### config.mk
export PLATFORM = sky130hd
export DESIGN_NAME = hazard_ctrl
export DESIGN_NICKNAME = d
export VERILOG_FILES = /design/src/rtl/hazard_pkg.sv /design/src/rtl/hazard_sb.sv /design/src/rtl/hazard_ctrl.sv
export SDC_FILE = /design/constraint.sdc
export NUM_CORES = 1
export LEC_CHECK = 0
export ABC_AREA = 1
export BUFFER_PORTS_ARGS = -buffer_cell sky130_fd_sc_hd__buf_2
export CAP_MARGIN = 20
export CELL_PAD_IN_SITES_DETAIL_PLACEMENT = 1
export CELL_PAD_IN_SITES_GLOBAL_PLACEMENT = 1
export CORE_ASPECT_RATIO = 1.75
export CORE_MARGIN = 3
export CORE_UTILIZATION = 40
export CTS_BUF_LIST = sky130_fd_sc_hd__clkbuf_16
export CTS_CLUSTER_SIZE = 30
export DETAILED_ROUTE_END_ITERATION = 12
export GPL_TIMING_DRIVEN = 0
export PLACE_DENSITY = 0.93
export SYNTH_ARGS = -nofsm -noshare
export SYNTH_HDL_FRONTEND = slang
export SYNTH_SLANG_ARGS = --single-unit
export TNS_END_PERCENT = 5
### constraint.sdc
create_clock -name clk -period 3.9 [get_ports clk]
set_clock_uncertainty 0.2 [all_clocks]
set_input_delay 0.78 -clock clk [delete_from_list [all_inputs] [get_ports clk]]
set_output_delay 0.78 -clock clk [all_outputs]
set_load 0.005 [all_outputs]
### src/rtl/hazard_pkg.sv
// Shared definitions for the hazard controller: FSM encoding, parameter sanity
// check and the saturating-increment helper used by the performance counters.
package hazard_pkg;

    localparam logic [0:0] StRun   = 1'b0;
    localparam logic [0:0] StFlush = 1'b1;

    // Flush down-counter width, wide enough for FLUSH_CYC up to 4.
    localparam int unsigned FcW = 3;

    function automatic bit params_ok(int unsigned reg_aw, int unsigned load_lat,
                                     int unsigned flush_cyc, int unsigned cnt_w);
        return (reg_aw >= 1) && (load_lat >= 1) && (load_lat <= 4) &&
               (flush_cyc >= 1) && (flush_cyc <= 4) && (cnt_w >= 1) && (cnt_w <= 32);
    endfunction

    // Counters are at most 32 bits wide; callers widen to 32 and truncate back.
    function automatic logic [31:0] sat_inc(logic [31:0] val, int unsigned width);
        logic [31:0] max_val;
        max_val = (width >= 32) ? 32'hffff_ffff : ((32'd1 << width) - 32'd1);
        return (val >= max_val) ? max_val : val + 32'd1;
    endfunction

endpackage

### src/rtl/hazard_sb.sv
// Load scoreboard: a shift register of {valid, rd} tracking loads that have left
// EX but whose data is not yet forwardable.
module hazard_sb
    import hazard_pkg::*;
#(
    parameter int unsigned REG_AW   = 4,
    parameter int unsigned LOAD_LAT = 2,
    localparam int unsigned Depth   = (LOAD_LAT > 1) ? LOAD_LAT - 1 : 1
) (
    input  logic                             clk,
    input  logic                             rst,
    input  logic                             en_i,
    input  logic                             in_valid_i,
    input  logic [REG_AW-1:0]                in_rd_i,
    output logic [Depth-1:0]                 valid_o,
    output logic [Depth-1:0][REG_AW-1:0]     rd_o
);

    logic [Depth-1:0]             valid_q;
    logic [Depth-1:0][REG_AW-1:0] rd_q;

    always_ff @(posedge clk) begin
        if (rst) begin
            valid_q <= '0;
        end else if (en_i) begin
            valid_q[0] <= in_valid_i;
            rd_q[0]    <= in_rd_i;
            for (int k = 1; k < int'(Depth); k++) begin
                valid_q[k] <= valid_q[k-1];
                rd_q[k]    <= rd_q[k-1];
            end
        end
    end

    assign valid_o = valid_q;
    assign rd_o    = rd_q;

endmodule

### src/rtl/hazard_ctrl.sv
// Pipeline hazard controller: load-use stall detection, branch/JR resolution,
// multi-cycle flush sequencing and saturating stall/mispredict counters.
module hazard_ctrl
    import hazard_pkg::*;
#(
    parameter int unsigned REG_AW    = 4,
    parameter int unsigned LOAD_LAT  = 2,
    parameter int unsigned FLUSH_CYC = 2,
    parameter int unsigned CNT_W     = 16
) (
    input  logic              clk,
    input  logic              rst,
    input  logic              id_valid_i,
    input  logic [REG_AW-1:0] id_rs1_i,
    input  logic              id_rs1_used_i,
    input  logic [REG_AW-1:0] id_rs2_i,
    input  logic              id_rs2_used_i,
    input  logic              id_branch_i,
    input  logic              id_taken_i,
    input  logic              id_pred_i,
    input  logic              id_isjump_i,
    input  logic              ex_valid_i,
    input  logic              ex_memread_i,
    input  logic              ex_memtoreg_i,
    input  logic [REG_AW-1:0] ex_rd_i,
    input  logic              mem_wait_i,
    output logic              stall_o,
    output logic              prewrong_o,
    output logic              precorrc_o,
    output logic              jr_o,
    output logic              flush_o,
    output logic [CNT_W-1:0]  stall_cnt_o,
    output logic [CNT_W-1:0]  miss_cnt_o
);

    localparam int unsigned SbDepth = (LOAD_LAT > 1) ? LOAD_LAT - 1 : 1;

    if (!params_ok(REG_AW, LOAD_LAT, FLUSH_CYC, CNT_W)) begin : g_param_err
        $error("hazard_ctrl: parameter out of range");
    end

    logic                          ex_load;
    logic                          sb_in_valid;
    logic [SbDepth-1:0]            sb_valid;
    logic [SbDepth-1:0][REG_AW-1:0] sb_rd;
    logic                          hit_rs1;
    logic                          hit_rs2;
    logic                          in_run;
    logic                          res_en;
    logic                          mispred;
    logic                          redirect;

    logic [0:0]     state_q, state_d;
    logic [FcW-1:0] fc_q, fc_d;
    logic [CNT_W-1:0] stall_cnt_q, stall_cnt_d;
    logic [CNT_W-1:0] miss_cnt_q, miss_cnt_d;

    if (LOAD_LAT > 1) begin : g_sb
        hazard_sb #(
            .REG_AW   (REG_AW),
            .LOAD_LAT (LOAD_LAT)
        ) u_sb (
            .clk        (clk),
            .rst        (rst),
            .en_i       (!mem_wait_i),
            .in_valid_i (sb_in_valid),
            .in_rd_i    (ex_rd_i),
            .valid_o    (sb_valid),
            .rd_o       (sb_rd)
        );
    end else begin : g_no_sb
        assign sb_valid = '0;
        assign sb_rd    = '0;
    end

    assign ex_load = ex_valid_i & ex_memread_i & ex_memtoreg_i;

    // The oldest scoreboard stage is forwardable, so it never causes a stall.
    always_comb begin
        hit_rs1 = ex_load && (ex_rd_i == id_rs1_i);
        hit_rs2 = ex_load && (ex_rd_i == id_rs2_i);
        for (int k = 0; k < int'(SbDepth); k++) begin
            if (LOAD_LAT > 1 && k != int'(SbDepth) - 1 && sb_valid[k]) begin
                if (sb_rd[k] == id_rs1_i) hit_rs1 = 1'b1;
                if (sb_rd[k] == id_rs2_i) hit_rs2 = 1'b1;
            end
        end
    end

    // In RUN a stall blocks resolution, so flush_o cannot be raised in a stall
    // cycle; gating on the state alone avoids a loop through flush_o.
    assign in_run     = (state_q == StRun);
    assign stall_o    = id_valid_i & in_run &
                        ((id_rs1_used_i & hit_rs1) | (id_rs2_used_i & hit_rs2));
    assign res_en     = id_valid_i & !stall_o & !mem_wait_i & in_run;
    assign mispred    = id_pred_i ^ id_taken_i;
    assign jr_o       = res_en & id_isjump_i;
    assign prewrong_o = res_en & id_branch_i & !id_isjump_i & mispred;
    assign precorrc_o = res_en & id_branch_i & !id_isjump_i & !mispred;
    assign redirect   = prewrong_o | jr_o;
    assign flush_o    = redirect | !in_run;
    assign sb_in_valid = ex_load & !flush_o;

    always_comb begin
        state_d     = state_q;
        fc_d        = fc_q;
        stall_cnt_d = stall_cnt_q;
        miss_cnt_d  = miss_cnt_q;
        if (!mem_wait_i) begin
            if (state_q == StRun) begin
                if (redirect && FLUSH_CYC > 1) begin
                    state_d = StFlush;
                    fc_d    = FcW'(FLUSH_CYC - 1);
                end
            end else begin
                if (fc_q == FcW'(1)) begin
                    state_d = StRun;
                    fc_d    = '0;
                end else begin
                    fc_d = fc_q - FcW'(1);
                end
            end
            if (stall_o) stall_cnt_d = CNT_W'(sat_inc(32'(stall_cnt_q), CNT_W));
            if (prewrong_o) miss_cnt_d = CNT_W'(sat_inc(32'(miss_cnt_q), CNT_W));
        end
    end

    always_ff @(posedge clk) begin
        if (rst) begin
            state_q     <= StRun;
            fc_q        <= '0;
            stall_cnt_q <= '0;
            miss_cnt_q  <= '0;
        end else begin
            state_q     <= state_d;
            fc_q        <= fc_d;
            stall_cnt_q <= stall_cnt_d;
            miss_cnt_q  <= miss_cnt_d;
        end
    end

    assign stall_cnt_o = stall_cnt_q;
    assign miss_cnt_o  = miss_cnt_q;

endmodule

==> impl_metrics.json, run 1 <==
{
  "grt_usage": 0.231,
  "end_kind": "output pin",
  "cts_buffers": 5,
  "finalMaxSlewViolations": 0,
  "rsz0062_at_grt": "no",
  "p_leak_uw": 0.00135,
  "syn-cell-area_um2": 2440,
  "drt-initial-drc-count": 113,
  "synth-seq-cells": 36,
  "cts_resized": 0,
  "setup_viol": 0,
  "hold_path.class": "reg2reg",
  "cts_root_buffer": "clkbuf_16",
  "grt.overflow.total": 0,
  "synth-seq-area-share": 0.295,
  "htreeDepth": 2,
  "antenna_cells": 0,
  "insertion_delay_ns": 0.28,
  "grt.busiest_layer": "met2",
  "worstHoldStart": "miss_cnt_o[15]",
  "p_int_uw": 631,
  "use_met1": 0.233,
  "cp_cell_sequence": "buf_2 -> inv_1 -> nand2_1 -> nand2_1 -> inv_1 -> nand3_2 -> nand2_2 -> nand2_4 -> nand4_4 -> inv_4 -> buf_6 -> buf_2",
  "globalRouteMet3Util": 0.0429,
  "switching_share": 0.245,
  "area_growth_pct": 22.2,
  "rrSetupSlack_ns": 1.73,
  "final_common_cell": "nand2_1",
  "rows": 37,
  "die_area_um2": 7110,
  "grt.met2_usage": 0.443,
  "postCtsHoldBufs": 0,
  "die_height_um": 109,
  "dr.pass1.iters": 4,
  "vias": 2670,
  "maxCapViolCount": 0,
  "power_frac_clock": 0.464,
  "cts_tree": "built",
  "holdPathEnd": "miss_cnt_o[15]",
  "grt_max_degree": 12,
  "criticalPathCategory": "in2out",
  "synth.distinct_cells": 37,
  "status": "complete, no violations",
  "first_global_vias": 2846,
  "antenna_left": 0,
  "post_cts_buffers": 0,
  "irDropWorstVdd_v": 0.000173,
  "antenna_found_initial": 0,
  "reg2reg_depth": 8,
  "portBuffers": 61,
  "final_cell_mix": "nand2_1, buf_2, inv_1, nor2_1, dfxtp_1",
  "p_total_uw": 836,
  "slew_headroom": 0.647,
  "grt_pass1_wl_um": 12800,
  "finalSetupTns_ns": 0,
  "via_per_inst": 5.16,
  "r2r_start": "stall_cnt_o[0]",
  "wl_per_cell_um": 14.5,
  "cp.required_ns": 2.92,
  "ios": 62,
  "clock.fmax_ghz": 0.330,
  "hold_viol": 0,
  "cpMaxStageDelayCell": "nand4_4",
  "worst_slack_ns": 0.873,
  "switchingPower_uw": 205,
  "syn_area_per_cell_um2": 6.60,
  "place.gp.congestion": 0.852,
  "comb_power_share": 0.090,
  "ys_warn_count": 0,
  "r2r-end": "stall_cnt_o[5]",
  "die_width_um": 65.1,
  "clockBufferDepth": 2,
  "core-area_um2": 5880,
  "arrival_ns": 2.05,
  "drc": 0,
  "syn_inst": 370,
  "cpPeakStageDelay_ns": 0.20,
  "finalCritPeriodShare": 0.776,
  "wirelength_um": 7520,
  "start_kind": "primary input",
  "finalWorstPathRequiredPeriod_ns": 3.03,
  "power_density_nw_per_um2": 280,
  "worstHoldPathCells": 2,
  "nets": 467,
  "drive_above_1_share": 0.216,
  "path_clk_slew_ns": 0.06,
  "crit_fanout": 10,
  "seqPwrFrac": 0.447,
  "fillers": 830,
  "synth_fp_nets": 399,
  "hpwl_um": 5870,
  "cts.sinks": 36,
  "worstMarginPinSlew_ns": 0.526,
  "start_util": 0.415,
  "dp_slack_ns": 0.850
}
## synthesized netlist by cell type (all sizes together)
master,count,area share
a21oi,34,0.070
clkbuf,4,0.0067
nand3,29,0.069
or2,2,0.0051
xor2,19,0.068
nor4,2,0.011
o21ai,27,0.055
xnor2,7,0.025
and3b,1,0.0036
o211a,1,0.0041
nand2,88,0.14
buf,5,0.016
dfxtp,36,0.30
nor3b,1,0.0051
and3,1,0.0026
a211oi,1,0.0031
nor2,42,0.074
ha,4,0.021
nor3,13,0.031
nand4,6,0.022
inv,47,0.073
## final cells by class
| cell class | count | area, um2 | area share |
|---|---|---|---|
| buffer | 9 | 55.1 | 0.0185 |
| clock buffer | 5 | 125 | 0.0419 |
| clock inverter | 3 | 13.8 | 0.00461 |
| inverter | 47 | 179 | 0.0600 |
| multi-input combinational | 278 | 1490 | 0.498 |
| sequential | 36 | 721 | 0.242 |
| tap | 78 | 97.6 | 0.0327 |
| timing repair buffer | 61 | 305 | 0.102 |
## worst max path at each step
stage / startpoint / endpoint / cells after the start
3_3_place_gp: ex_rd_i[3] / prewrong_o / 12
5_1_grt: ex_rd_i[3] / prewrong_o / 12
3_5_place_dp: ex_rd_i[3] / prewrong_o / 12
4_1_cts: ex_rd_i[3] / prewrong_o / 12
6_report: ex_rd_i[3] / prewrong_o / 12
2_1_floorplan: ex_rd_i[3] / prewrong_o / 10
## power groups by stage
stage / registers, uW / clock network, uW / logic, uW
4_1_cts: 373 / 399 / 76.1
6_report: 373 / 388 / 74.8
3_5_place_dp: 381 / 0 / 75.6
2_1_floorplan: 381 / 0 / 46.3
3_3_place_gp: 381 / 0 / 71.9
5_1_grt: 374 / 409 / 85.7
## metal layers
layer  part of all wire  vias up
met1               0.37     1249
met4              0.036        0
met2               0.55       72
li1                   -     1332
met3              0.045       17
met5                  0        -
## kinds of logic (layout without fill, tap and decap cells)
kind of cell / Yosys count / count (layout) / share of synthesized area
xor gates and xnor gates: 26 / 26 / 0.0933
and+or+nand+nor: 185 / 185 / 0.363
buffers and inverters: 56 / 125 / 0.0958
adders and majority gates: 4 / 4 / 0.0205
AOI/OAI and AO/OA: 63 / 63 / 0.132
DFF: 36 / 36 / 0.295
## critical path, delay by kind of cell
family / cells / cell delay (ns)
buf+inv: 6 / 0.66
simple gates: 6 / 0.60
## sequential cells by signal (all words and copies together) (netlist names)
register and flops:
fc_q 3, stall_cnt_o 16, state_q 1, miss_cnt_o 16
## stage by stage
| stage | hold WS [ns] | utilization | instance area (um2) | cells |
|---|---|---|---|---|
| after floorplan | 0.275 | - | 2440 | 370 |
| after CTS | 0.300 | 0.507 | 2980 | 517 |
| final | 0.301 | 0.507 | 2980 | 517 |
| after global placement | 0.276 | 0.484 | 2840 | 509 |
| after detailed placement | 0.292 | 0.484 | 2840 | 509 |
| after global routing | 0.319 | 0.507 | 2980 | 517 |
Note: power is estimated with default switching activity, not from simulation.
==> run 2: changes to the inputs <==
--- a/config.mk
+++ b/config.mk
@@ -12,12 +12,12 @@
 export CELL_PAD_IN_SITES_GLOBAL_PLACEMENT = 1
 export CORE_ASPECT_RATIO = 1.75
 export CORE_MARGIN = 3
-export CORE_UTILIZATION = 40
+export CORE_UTILIZATION = 33
 export CTS_BUF_LIST = sky130_fd_sc_hd__clkbuf_16
 export CTS_CLUSTER_SIZE = 30
 export DETAILED_ROUTE_END_ITERATION = 12
 export GPL_TIMING_DRIVEN = 0
-export PLACE_DENSITY = 0.93
+export PLACE_DENSITY = 0.83
 export SYNTH_ARGS = -nofsm -noshare
 export SYNTH_HDL_FRONTEND = slang
 export SYNTH_SLANG_ARGS = --single-unit
==> constraint.sdc (replaced) <==
create_clock -name clk -period 2.7 [get_ports clk]
set_clock_uncertainty 0.2 [all_clocks]
set_input_delay 0.54 -clock clk [delete_from_list [all_inputs] [get_ports clk]]
set_output_delay 0.54 -clock clk [all_outputs]
set_load 0.005 [all_outputs]
==> run 2 against run 1 <==
  * Core utilization is 7.6 points lower
  * Non-clock buffer count is 3 higher
  * Count of clock-buffer cells in the layout stayed put
  * Combinational power is 47% higher
  * Worst setup slack worse by 0.70 ns
  * First-iteration DRC count is 19% lower
  * Worst hold slack worse by 0.016 ns
  * Cell count is 1.7% higher
==> impl_metrics.json, run 2 (synthesis results as in run 1) <==
{
  "rsz0062_at_grt": "no",
  "via_per_inst": 5.05,
  "grt_usage": 0.176,
  "wirelength_um": 7250,
  "cpMaxStageDelayCell": "nand4_4",
  "clockBufferDepth": 2,
  "status": "complete, no violations",
  "die_width_um": 71.0,
  "hpwl_um": 5730,
  "nets": 470,
  "end_kind": "output pin",
  "finalWorstPathRequiredPeriod_ns": 2.52,
  "core-area_um2": 7010,
  "cts_root_buffer": "clkbuf_16",
  "postCtsHoldBufs": 0,
  "antenna_left": 0,
  "hold_path.class": "in2reg",
  "cts_resized": 0,
  "finalSetupTns_ns": 0,
  "maxCapViolCount": 0,
  "vias": 2654,
  "clock.fmax_ghz": 0.396,
  "dr.pass1.iters": 4,
  "cp_top_family": "buffers and inverters",
  "cp_cell_sequence": "buf_2 -> inv_1 -> nand2_1 -> nand2_1 -> inv_1 -> nand3_2 -> nand2_2 -> nand2_4 -> nand4_4 -> inv_4 -> buf_6 -> buf_2",
  "drive_above_1_share": 0.222,
  "criticalPathCategory": "in2out",
  "wl_per_cell_um": 13.8,
  "finalMaxSlewViolations": 0,
  "path_clk_slew_ns": 0.05,
  "final_common_cell": "nand2_1",
  "start_kind": "primary input",
  "start_util": 0.348,
  "area_growth_pct": 23.9,
  "drc": 0,
  "die_height_um": 120,
  "rrSetupSlack_ns": 0.60,
  "p_leak_uw": 0.00137,
  "slew_headroom": 0.659,
  "cts_buffers": 5,
  "place.gp.congestion": 0.795,
  "cts_tree": "built",
  "power_density_nw_per_um2": 401,
  "finalCritPeriodShare": 0.935,
  "die_area_um2": 8510,
  "cp.required_ns": 1.96,
  "grt_pass1_wl_um": 12100,
  "crit_fanout": 10,
  "cts.sinks": 36,
  "setup_viol": 0,
  "antenna_cells": 0,
  "grt_max_degree": 12,
  "arrival_ns": 1.78,
  "drt-initial-drc-count": 91,
  "hold_viol": 0,
  "numPlacedInstances": 515,
  "final_cell_mix": "nand2_1, buf_2, inv_1, nor2_1, dfxtp_1",
  "grt.overflow.total": 0,
  "irDropWorstVdd_v": 0.000219,
  "crit_buf_inv": 6,
  "cpPeakStageDelay_ns": 0.18,
  "rows": 40,
  "htreeDepth": 2,
  "portBuffers": 61,
  "finalNonFillerCells": 526,
  "ios": 62,
  "insertion_delay_ns": 0.29,
  "first_global_vias": 2661,
  "antenna_found_initial": 0,
  "worstMarginPinSlew_ns": 0.511
}
run 2: cell types whose count changed in the layout (fill, tap and decap cells not counted):
cell and delta:
buf_4 +2, buf_12 +1
run 2: power breakdown:
part,internal [uW],leakage [uW],switching (uW)
sequential,535,0.000290,3.88
combinational,43.3,0.00101,66.6
clock,335,0.0000710,228
total,914,0.00137,298
run 2: through the flow:
stage / utilization / worst slack (ns) / total power (uW) / hold slack, ns / instance area [um2]
3_3_place_gp: 0.407 / 0.164 / 655 / 0.278 / 2850
4_1_cts: 0.427 / 0.111 / 1230 / 0.289 / 2990
5_1_grt: 0.432 / 0.0153 / 1270 / 0.308 / 3030
3_5_place_dp: 0.407 / 0.110 / 660 / 0.290 / 2850
2_1_floorplan: - / 0.597 / 617 / 0.275 / 2440
6_report: 0.432 / 0.175 / 1210 / 0.285 / 3030
run 2: final timing paths:
check | from | endpoint | depth (start not counted)
worst max-delay path | ex_rd_i[3] | prewrong_o | 12
worst min-delay path | rst | stall_cnt_o[0] | 2
worst max register to register | stall_cnt_o[0] | stall_cnt_o[11] | 8
worst min register to register | miss_cnt_o[8] | miss_cnt_o[8] | 2
run 2: layout make-up:
| cell class | instances | area (um2) |
|---|---|---|
| Clock inverter | 3 | 13.8 |
| Sequential cell | 36 | 721 |
| Inverter | 47 | 179 |
| Buffer | 9 | 55.1 |
| Timing Repair Buffer | 64 | 340 |
| Multi-Input combinational cell | 278 | 1490 |
| Fill cell | 965 | 3980 |
| Tap cell | 84 | 105 |
| Clock buffer | 5 | 125 |
run 2: timing repair:
action	CTS	global route
setup endpoints to repair	0	1
setup buffers	0	3
hold endpoints to repair	0	0
run 2: per-layer routing:
| metal | vias to the layer above | routed length, um | global-route usage |
|---|---|---|---|
| li1 | 1342 | - | - |
| met1 | 1247 | 2660 | 0.177 |
| met2 | 54 | 4110 | 0.338 |
| met3 | 11 | 317 | 0.0369 |
| met4 | 0 | 170 | 0.0718 |
| met5 | - | 0 | 0 |
